**config.mk**
```make
export PLATFORM = sky130hd
export DESIGN_NAME = pf_stride_table
export DESIGN_NICKNAME = d
export VERILOG_FILES = /design/src/rtl/pf_stride_table.sv
export SDC_FILE = /design/constraint.sdc
export NUM_CORES = 2
export LEC_CHECK = 0
export CORE_ASPECT_RATIO = 0.6
export CORE_MARGIN = 1
export CORE_UTILIZATION = 26
export DETAILED_ROUTE_END_ITERATION = 8
export GPL_TIMING_DRIVEN = 0
export PLACE_DENSITY = 0.45
export SLEW_MARGIN = 0
export SYNTH_ARGS = -nofsm -noshare
export SYNTH_HDL_FRONTEND = slang
export SYNTH_SLANG_ARGS = --single-unit
```
**constraint.sdc**
```tcl
create_clock -name clk_i -period 12.4 [get_ports clk_i]
set_clock_uncertainty 0.15 [all_clocks]
set_input_delay 3.1 -clock clk_i [delete_from_list [all_inputs] [get_ports clk_i]]
set_output_delay 3.1 -clock clk_i [all_outputs]
set_load 0.01 [all_outputs]
```
**src/rtl/pf_stride_table.sv**
```systemverilog
// pf_stride_table: direct-mapped, PC-indexed stride prefetch table.
// Retired loads train a per-PC (last_addr, stride, conf) entry. Once the
// confidence reaches ConfThr, a prediction is held in a one-deep output
// register until the consumer accepts it.
// Optional feature: define PF_STRIDE_TABLE_STATS_EN for live event counters.
module pf_stride_table #(
    parameter int unsigned Entries  = 16,
    parameter int unsigned AddrBits = 48,
    parameter int unsigned ConfThr  = 2
) (
    input  logic                clk_i,
    input  logic                reset_ni,
    input  logic                retire_valid_i,
    output logic                retire_retry_o,
    input  logic [63:0]         retire_pc_i,
    input  logic [AddrBits-1:0] retire_addr_i,
    input  logic                retire_is_load_i,
    output logic                pred_valid_o,
    input  logic                pred_retry_i,
    output logic [AddrBits-1:0] pred_addr_o,
    output logic [63:0]         pred_pc_o,
    output logic [31:0]         stat_lookups_o,
    output logic [31:0]         stat_hits_o,
    output logic [31:0]         stat_preds_o
);

    localparam int unsigned IdxW = $clog2(Entries);
    localparam int unsigned TagW = 16;
    localparam logic [1:0]  Thr  = 2'(ConfThr);

    // Table storage: only the valid bits need reset, the payload is
    // always written together with valid on an allocation.
    logic [Entries-1:0]  valid_q;
    logic [TagW-1:0]     tag_q    [Entries];
    logic [AddrBits-1:0] last_q   [Entries];
    logic [AddrBits-1:0] stride_q [Entries];
    logic [1:0]          conf_q   [Entries];

    logic                pred_valid_q;
    logic [AddrBits-1:0] pred_addr_q;
    logic [63:0]         pred_pc_q;

    logic [IdxW-1:0]     idx;
    logic [TagW-1:0]     tag;
    logic                accept;
    logic                upd;
    logic                hit;
    logic [AddrBits-1:0] delta;
    logic [AddrBits-1:0] stride_d;
    logic [1:0]          conf_d;
    logic                issue;

    logic unused_pc;
    assign unused_pc = ^{retire_pc_i[63:IdxW+18], retire_pc_i[1:0]};

    assign idx    = retire_pc_i[IdxW+1:2];
    assign tag    = retire_pc_i[IdxW+17:IdxW+2];

    // A held prediction back-pressures the retire stream; the table is
    // single-cycle read-modify-write so this is the only stall source.
    assign retire_retry_o = pred_valid_q & pred_retry_i;
    assign accept         = retire_valid_i & ~retire_retry_o;
    assign upd            = accept & retire_is_load_i;
    assign hit            = valid_q[idx] && (tag_q[idx] == tag);
    assign delta          = retire_addr_i - last_q[idx];

    // Next stride/confidence for the indexed entry.
    always_comb begin
        stride_d = stride_q[idx];
        conf_d   = conf_q[idx];
        if (!hit) begin
            stride_d = '0;
            conf_d   = 2'd0;
        end else if ((delta == stride_q[idx]) && (delta != '0)) begin
            conf_d = (conf_q[idx] == 2'd3) ? 2'd3 : conf_q[idx] + 2'd1;
        end else begin
            stride_d = delta;
            conf_d   = 2'd0;
        end
    end

    // A miss always leaves conf at 0, so only a hit can reach the threshold.
    assign issue = upd && hit && (conf_d >= Thr);

    // Entry valid bits: set on every accepted load, cleared only by reset.
    always_ff @(posedge clk_i or negedge reset_ni) begin
        if (!reset_ni) valid_q <= '0;
        else if (upd)  valid_q[idx] <= 1'b1;
    end

    // Entry payload: allocation and training share one write port.
    always_ff @(posedge clk_i) begin
        if (upd) begin
            tag_q[idx]    <= tag;
            last_q[idx]   <= retire_addr_i;
            stride_q[idx] <= stride_d;
            conf_q[idx]   <= conf_d;
        end
    end

    // Prediction output register: load on issue, drop once consumed,
    // hold while the consumer stalls.
    always_ff @(posedge clk_i or negedge reset_ni) begin
        if (!reset_ni) begin
            pred_valid_q <= 1'b0;
            pred_addr_q  <= '0;
            pred_pc_q    <= '0;
        end else if (issue) begin
            pred_valid_q <= 1'b1;
            pred_addr_q  <= retire_addr_i + stride_d;
            pred_pc_q    <= retire_pc_i;
        end else if (!pred_retry_i) begin
            pred_valid_q <= 1'b0;
        end
    end

    assign pred_valid_o = pred_valid_q;
    assign pred_addr_o  = pred_addr_q;
    assign pred_pc_o    = pred_pc_q;

`ifdef PF_STRIDE_TABLE_STATS_EN
    logic [31:0] lookups_q, hits_q, preds_q;

    // Free-running event counters, wrapping modulo 2^32.
    always_ff @(posedge clk_i or negedge reset_ni) begin
        if (!reset_ni) begin
            lookups_q <= '0;
            hits_q    <= '0;
            preds_q   <= '0;
        end else begin
            if (upd)         lookups_q <= lookups_q + 32'd1;
            if (upd && hit)  hits_q    <= hits_q + 32'd1;
            if (issue)       preds_q   <= preds_q + 32'd1;
        end
    end

    assign stat_lookups_o = lookups_q;
    assign stat_hits_o    = hits_q;
    assign stat_preds_o   = preds_q;
`else
    assign stat_lookups_o = '0;
    assign stat_hits_o    = '0;
    assign stat_preds_o   = '0;
`endif

endmodule

```
== After elaboration in Yosys (flattened, before gate mapping) ==
Memories as Yosys holds them, arrays and structs flattened.
Cells that the tools add are included.
Widths: inputs -> output; s select.

* Add/sub/neg operators: 3
* Multiplexer cells: 13
* Reductions and logical operators: 6
* Equality and inequality tests: 4
* Bitwise operators: 5
* $lt $le $gt $ge: 3

{| class="wikitable"
|+ Operators with widths
! operator !! count
|-
| $mux 48 || 2
|-
| $add 48x48->48 || 1
|-
| $eq 48x48->1 || 1
|-
| $reduce_bool 48->1 || 1
|-
| $sub 48x48->48 || 1
|-
| $eq 16x16->1 || 1
|-
| $or 16x16->16 || 1
|-
| $mux 1 || 6
|-
| $mux 2 || 3
|-
| $logic_and 1x1->1 || 5
|-
| $lt 4x5->1 const B || 1
|-
| $bmux 1 s4 || 1
|-
| $demux 1 s4 || 1
|-
| $ge 4x1->1 const B || 1
|-
| $and 1x1->1 || 3
|-
| $add 2x1->2 const B || 1
|-
| $eq 2x2->1 const B || 1
|-
| $ge 2x2->1 const B || 1
|-
| $ne 2x1->1 const B || 1
|-
| $not 1->1 || 1
|}

* Bits of input ports: 117
* Memories: 4
* Bits in registers: 129
* Output and inout port bits: 210
* Logic and storage cells: 42
* Bits in writable memories: 1824

{| class="wikitable"
|+ Memories
! name !! words !! bits a word !! read ports !! clocked after memory_dff !! wr ports !! line !! text
|-
| last_q || 16 || 48 || 1 || 0 || 1 || 35 || <nowiki>logic [AddrBits-1:0] last_q [Entries];</nowiki>
|-
| stride_q || 16 || 48 || 1 || 0 || 1 || 36 || <nowiki>logic [AddrBits-1:0] stride_q [Entries];</nowiki>
|-
| tag_q || 16 || 16 || 1 || 0 || 1 || 34 || <nowiki>logic [TagW-1:0] tag_q [Entries];</nowiki>
|-
| conf_q || 16 || 2 || 1 || 0 || 1 || 37 || <nowiki>logic [1:0] conf_q [Entries];</nowiki>
|}

== Logic depth before layout (Yosys ltp) ==
An unclocked memory read counts as a cell.

* Word-level depth: 9
* Depth in mapped cells: 37

== Worst setup path after synthesis ==
OpenSTA, ideal clock, no wires.

* Kind: input to register
* From: input retire_pc_i[2]
* To: register valid_q[3]
* Setup slack: -2.531 ns
* Setup time: 0.114 ns
* Stages on the path: 13
* Buffers on the path: 10
* Data arrival time: 14.667 ns
* Cells stage by stage: buf_4 > buf_4 > buf_2 > buf_2 > buf_2 > buf_4 > buf_2 > clkbuf_1 > clkbuf_1 > buf_1 > nand3_1 > nor3_1 > or2_2

* Word-level cells in the longest chain between the ends: 5
* Elaborated cells between the ends (all ways): 6
* Classes of those cells: order compare (2); mux (2); bitwise (1); reduce/logical (1)

{| class="wikitable"
|+ RTL lines
! what !! line !! text
|-
| start, declared || 15 || <nowiki>input logic [63:0] retire_pc_i,</nowiki>
|-
| $lt 4x5->1 (not written as such) or $ge 4x1->1 (tied branches) || 88 || <nowiki>else if (upd) valid_q[idx] <= 1'b1;</nowiki>
|-
| $logic_and 1x1->1 (not written as such) || 88 ||
|-
| $mux 1 (not written as such) || 88 ||
|-
| $demux 1 s4 (*) || 88 ||
|-
| $or 16x16->16 (no line) (*) || - ||
|-
| end signal, assigned || 87 || <nowiki>if (!reset_ni) valid_q <= '0;</nowiki>
|-
| end signal, assigned by index || 88 ||
|-
| end, declared || 33 || <nowiki>logic [Entries-1:0] valid_q;</nowiki>
|}

Mark *: on every way between the ends. The rest lies on a longest branch, timed or not.
A chain may end at the register's enable or synchronous reset.

== Worst setup path in the final report ==
* From: input retire_pc_i[5]
* To: register pred_pc_q[7] (netlist: pred_pc_o[7])

* Word-level cells in the longest chain between the ends: 8
* Elaborated cells between the ends (all ways): 20
* Classes of those cells: add/sub (2); order compare (1); eq/ne (3); mux (5); reduce/logical (5); memory (4)

{| class="wikitable"
|+ RTL lines
! what !! line !! text
|-
| $mem_v2 16x48 || - ||
|-
| $sub 48x48->48 || 65 || <nowiki>assign delta = retire_addr_i - last_q[idx];</nowiki>
|-
| $eq 48x48->1 or $reduce_bool 48->1 (tied branches) || 74 || <nowiki>end else if ((delta == stride_q[idx]) && (delta != '0)) begin</nowiki>
|-
| $logic_and 1x1->1 || 74 ||
|-
| $mux 2 || 74 ||
|-
| $mux 2 || 71 || <nowiki>if (!hit) begin</nowiki>
|-
| $ge 2x2->1 || 83 || <nowiki>assign issue = upd && hit && (conf_d >= Thr);</nowiki>
|-
| $logic_and 1x1->1 (*) || 83 ||
|-
| end signal, assigned || 111 || <nowiki>pred_pc_q <= retire_pc_i;</nowiki>
|-
| end, declared || 41 || <nowiki>logic [63:0] pred_pc_q;</nowiki>
|}

Mark *: on every way between the ends. The rest lies on a longest branch, timed or not. The select of a mux whose other input is x is not followed.

==> summary.txt <==
Clocking
  – CTS root buf: clkbuf_16
  – Worst-path clk slew: 0.07 ns
  – Worst-Skew Late Latency: 0.90 ns
  – H-Tree Depth: 4
  – Bufs on Longest Clock Path: 4
  – Sink Count: 1953
  – CTS tree: yes
  – CTS Buf Count: 201

Drt
  – Routed via count: 46200
  – Vias per cell: 4.94
  – Initial DRC count: 5827
  – Wirelength, routed: 277000 um
  – Pre-antenna DRT Iters: 5
  – WL per Instance: 29.6 um
  – ANT nets after route: 0
  – DRC violations left: 0

Critical path
  – CP startpoint: retire_pc_i[5]
  – R2R Path End: pred_addr_o[47]$_DFFE_PN0P_
  – Setup CP Type: input pin to flip-flop
  – Largest fanout on the critical path: 11
  – Crit path DAT: 12.78 ns
  – CP max-delay cell: clkdlybuf4s50_1
  – Startpoint types: input pin
  – CP Depth: 26
  – Reg-to-reg startpoint: tag_q[11][15]$_DFFE_PP_
  – Most frequent CP cell: buf_4
  – CP bufs+invs: 11
  – R2R cell count: 25
  – CP endpoint kind: flip-flop
  – Worst path max stage delay: 0.55 ns
  – Worst EP required: 12.94 ns
  – Worst reg-to-reg setup slack: 4.29 ns
  – End of the critical path: pred_pc_o[7]$_DFFE_PN0P_
  – Top delay family on crit path: buffers and inverters

Placed design
  – GP Congestion: 0.926
  – DP Cell Count: 8958
  – Detail Placement HPWL: 197000 um
  – Cell Area, Placed: 0.0933 mm^2
  – Port Buffers: 228

Power
  – Reg power frac: 48.6%
  – Net Sw Frac: 24.7%
  – Static Leakage: 0.0348 uW
  – Clock share of power: 40.8%
  – Logic pwr share: 10.6%
  – P_sw: 3680 uW
  – Worst IR Drop VDD: 0.103 mV
  – Pwr/cell area: 147 mW/mm^2
  – Internal: 11200 uW

Timing
  – Final period utilization: 98.7%
  – RSZ-0062 raised after global routing: no
  – Achievable Freq: 81.7 MHz
  – Final setup violation count: 0
  – Rel. slew slack: 8.32%
  – Fin Hold WS: 0.312 ns
  – Actual slew at the worst max-slew pin: 1.38 ns
  – Final min period: 12.24 ns
  – Final Hold Viols: 0
  – Final slew viol count: 0

Layout
  – Share of cells above drive strength 1: 27.7%
  – Final #Nets: 5222
  – Synthesis-to-layout area growth: 22.7%
  – Non-filler cells, final: 9343
  – Final instance area: 0.101 mm^2

Synthesis
  – Proportion of netlist area held by the largest area contributor: 66.6%
  – Area leader, netlist: edfxtp_1
  – Top FF cell, synth: edfxtp_1
  – Number of synthesized register bits: 1953
  – Ys Warns: 0
  – Post-synth EDFFs: 1824
  – Mapped Cells: 4279
  – Synth top area cells: edfxtp_1 67%, mux4_2 14%, dfrtp_1 3.9%
  – Yosys cell types: 78
  – Avg Cell Area, Syn: 19.2 um^2
  – Asr flop ratio synth: 6.61%
  – Sequential element share of the synthesized area: 70.5%
  – Synth Cell Area: 0.0823 mm^2

Floorplanning
  – Die area: 0.319 mm^2
  – Row count: 159
  – Ports: 327
  – Die Wd: 728 um
  – Die height: 438 um
  – Core Area: 0.314 mm^2
  – Initial Utilization: 26.2%

Global routing
  – Largest net degree at the start of global routing: 84
  – All-Layer GR Usage: 17.1%
  – Global-route wire length before repair: 381000 um
  – Overflow after GRT: 0
  – Initial antenna violation count: 32
  – Vias in the first global route: 44800

Outcome
  – Status: complete, no violations

Job
  – Max capacitance violation total: 0

Hold path
  – Hold crit path type: flip-flop to flip-flop
[worst min-delay path by stage]
stage	start	to	cells after the start
finish	valid_q[3]$_DFFE_PN0P_	valid_q[3]$_DFFE_PN0P_	1
global route	valid_q[2]$_DFFE_PN0P_	valid_q[2]$_DFFE_PN0P_	1
CTS	valid_q[3]$_DFFE_PN0P_	valid_q[3]$_DFFE_PN0P_	1
detailed placement	valid_q[3]$_DFFE_PN0P_	valid_q[3]$_DFFE_PN0P_	1
global placement	valid_q[14]$_DFFE_PN0P_	valid_q[14]$_DFFE_PN0P_	1
floorplan	valid_q[10]$_DFFE_PN0P_	valid_q[10]$_DFFE_PN0P_	1
[metrics by stage]
| step | power [uW] | utilization, % | setup slack [ns] | TNS, ns |
|---|---|---|---|---|
| floorplan | 8220 | - | -1.21 | -368.02 |
| global placement | 8830 | 28.7 | -19.22 | - |
| detailed placement | 8840 | 29.7 | -6.63 | -2607.11 |
| CTS | 15000 | 32.1 | 0.0117 | 0 |
| global route | 15400 | 32.2 | 0.00261 | 0 |
| finish | 14900 | 32.2 | 0.159 | 0 |
[sequential cells by signal, indices dropped and copies added, names as in the netlist]
register / flops
conf_q: 32
stride_q: 768
pred_valid_o: 1
valid_q: 16
tag_q: 256
last_q: 768
pred_pc_o: 64
pred_addr_o: 48
[worst reg2reg max path: cells and delay by family (launching register included)]
| family | cells | cell delay [ns] |
|---|---|---|
| xor+xnor | 2 | 0.42 |
| buf+inv | 5 | 1.18 |
| fa+ha+maj | 1 | 0.37 |
| flops | 1 | 0.35 |
| compound gates | 11 | 2.71 |
| mux | 3 | 1.28 |
| simple gates | 3 | 1.48 |
[area by class of cell]
cell class / count / area, um^2
multi-input combinational: 2056 / 23600
tap: 4186 / 5240
clock buffer: 245 / 5280
fill: 30100 / 213000
sequential: 1953 / 58000
inverter: 76 / 285
antenna: 1 / 2.50
buffer: 284 / 1920
clock inverter: 110 / 1100
timing repair buffer: 432 / 5550
[Yosys cell counts, types with 8 or more instances]
library cell,n
a21oi_1,121
o31ai_1,11
or4_1,13
a21o_1,45
mux2_1,93
xnor2_1,73
and3_1,14
a221oi_1,13
mux4_2,521
or3_1,20
a211oi_1,10
nor2b_1,28
edfxtp_1,1824
buf_1,32
o21a_1,13
o22ai_1,18
o211ai_1,13
o2111ai_1,8
mux2_2,47
xor2_1,56
inv_1,75
and2_1,19
nor3_1,42
clkbuf_1,90
nor2_1,129
nand3_1,47
nand2_1,110
dfrtp_1,129
or2_2,24
buf_4,113
nand2b_1,17
nand4_1,37
ha_1,99
a31oi_1,19
xnor3_1,10
nor4_1,15
nor3b_1,8
buf_2,54
a211o_1,11
and4_1,11
a22oi_1,13
o21ai_0,66
mux2i_1,66
[cells in the final DEF, fill, tap and decap left out, types with 35 or more instances in the layout]
cell | Yosys | layout
buf_4 | 113 | 161
xnor2_1 | 73 | 65
buf_12 | 0 | 66
xor2_1 | 56 | 48
mux2i_1 | 66 | 65
edfxtp_1 | 1824 | 1824
nand4_1 | 37 | 37
nor2_4 | 0 | 35
mux4_2 | 521 | 521
o21ai_0 | 66 | 61
nor2_1 | 129 | 77
nor3_1 | 42 | 35
clkbuf_16 | 0 | 207
mux2_1 | 93 | 93
conb_1 | 1 | 96
clkinv_1 | 0 | 37
nand3_1 | 47 | 47
mux2_2 | 47 | 47
buf_6 | 0 | 60
dfrtp_1 | 129 | 129
nand2_1 | 110 | 110
clkdlybuf4s50_1 | 0 | 227
ha_1 | 99 | 98
inv_1 | 75 | 75
a21o_1 | 45 | 44
clkbuf_1 | 90 | 85
a21oi_1 | 121 | 111
buf_2 | 54 | 47
[power groups by stage]
stage          Combinational (uW)  Sequential (uW)  Clock (uW)
6_report                     1580             7240        6070
4_1_cts                      1530             7240        6220
5_1_grt                      1660             7240        6470
3_5_place_dp                 1450             7380           0
3_3_place_gp                 1420             7410           0
2_1_floorplan                 839             7380           0
[cells by family after synthesis]
kind of cell               share of synthesized area (%)
muxes                                               17.0
xor gates and xnor gates                            1.68
other                                            0.00456
and+or+nand+nor                                     3.52
AOI/OAI and AO/OA                                   3.50
adders and majority gates                           1.55
DFF                                                 70.5
buffers and inverters                               2.26
[routing by layer]
layer | vias up | track usage, % | share of wire [%] | routed length, um
met2 | 1992 | 23.2 | 40 | 112000
met4 | 8 | 2.97 | 1.7 | 4630
met1 | 25000 | 27.7 | 49 | 137000
li1 | 18900 | - | - | -
met3 | 292 | 3.49 | 8.5 | 23500
met5 | - | 0 | 0.019 | 52
[timing repair]
| item | CTS | global route |
|---|---|---|
| cloned | 0 | 1 |
| endpoints found under the setup margin | 849 | 145 |
| gates resized for setup | 254 | 69 |
| buffers inserted | 25 | 8 |
| hold buffers | 0 | 0 |
| hold endpoints to repair | 0 | 0 |
| pin swaps | 23 | 12 |
No activity file was read; power rests on OpenSTA's default activity.
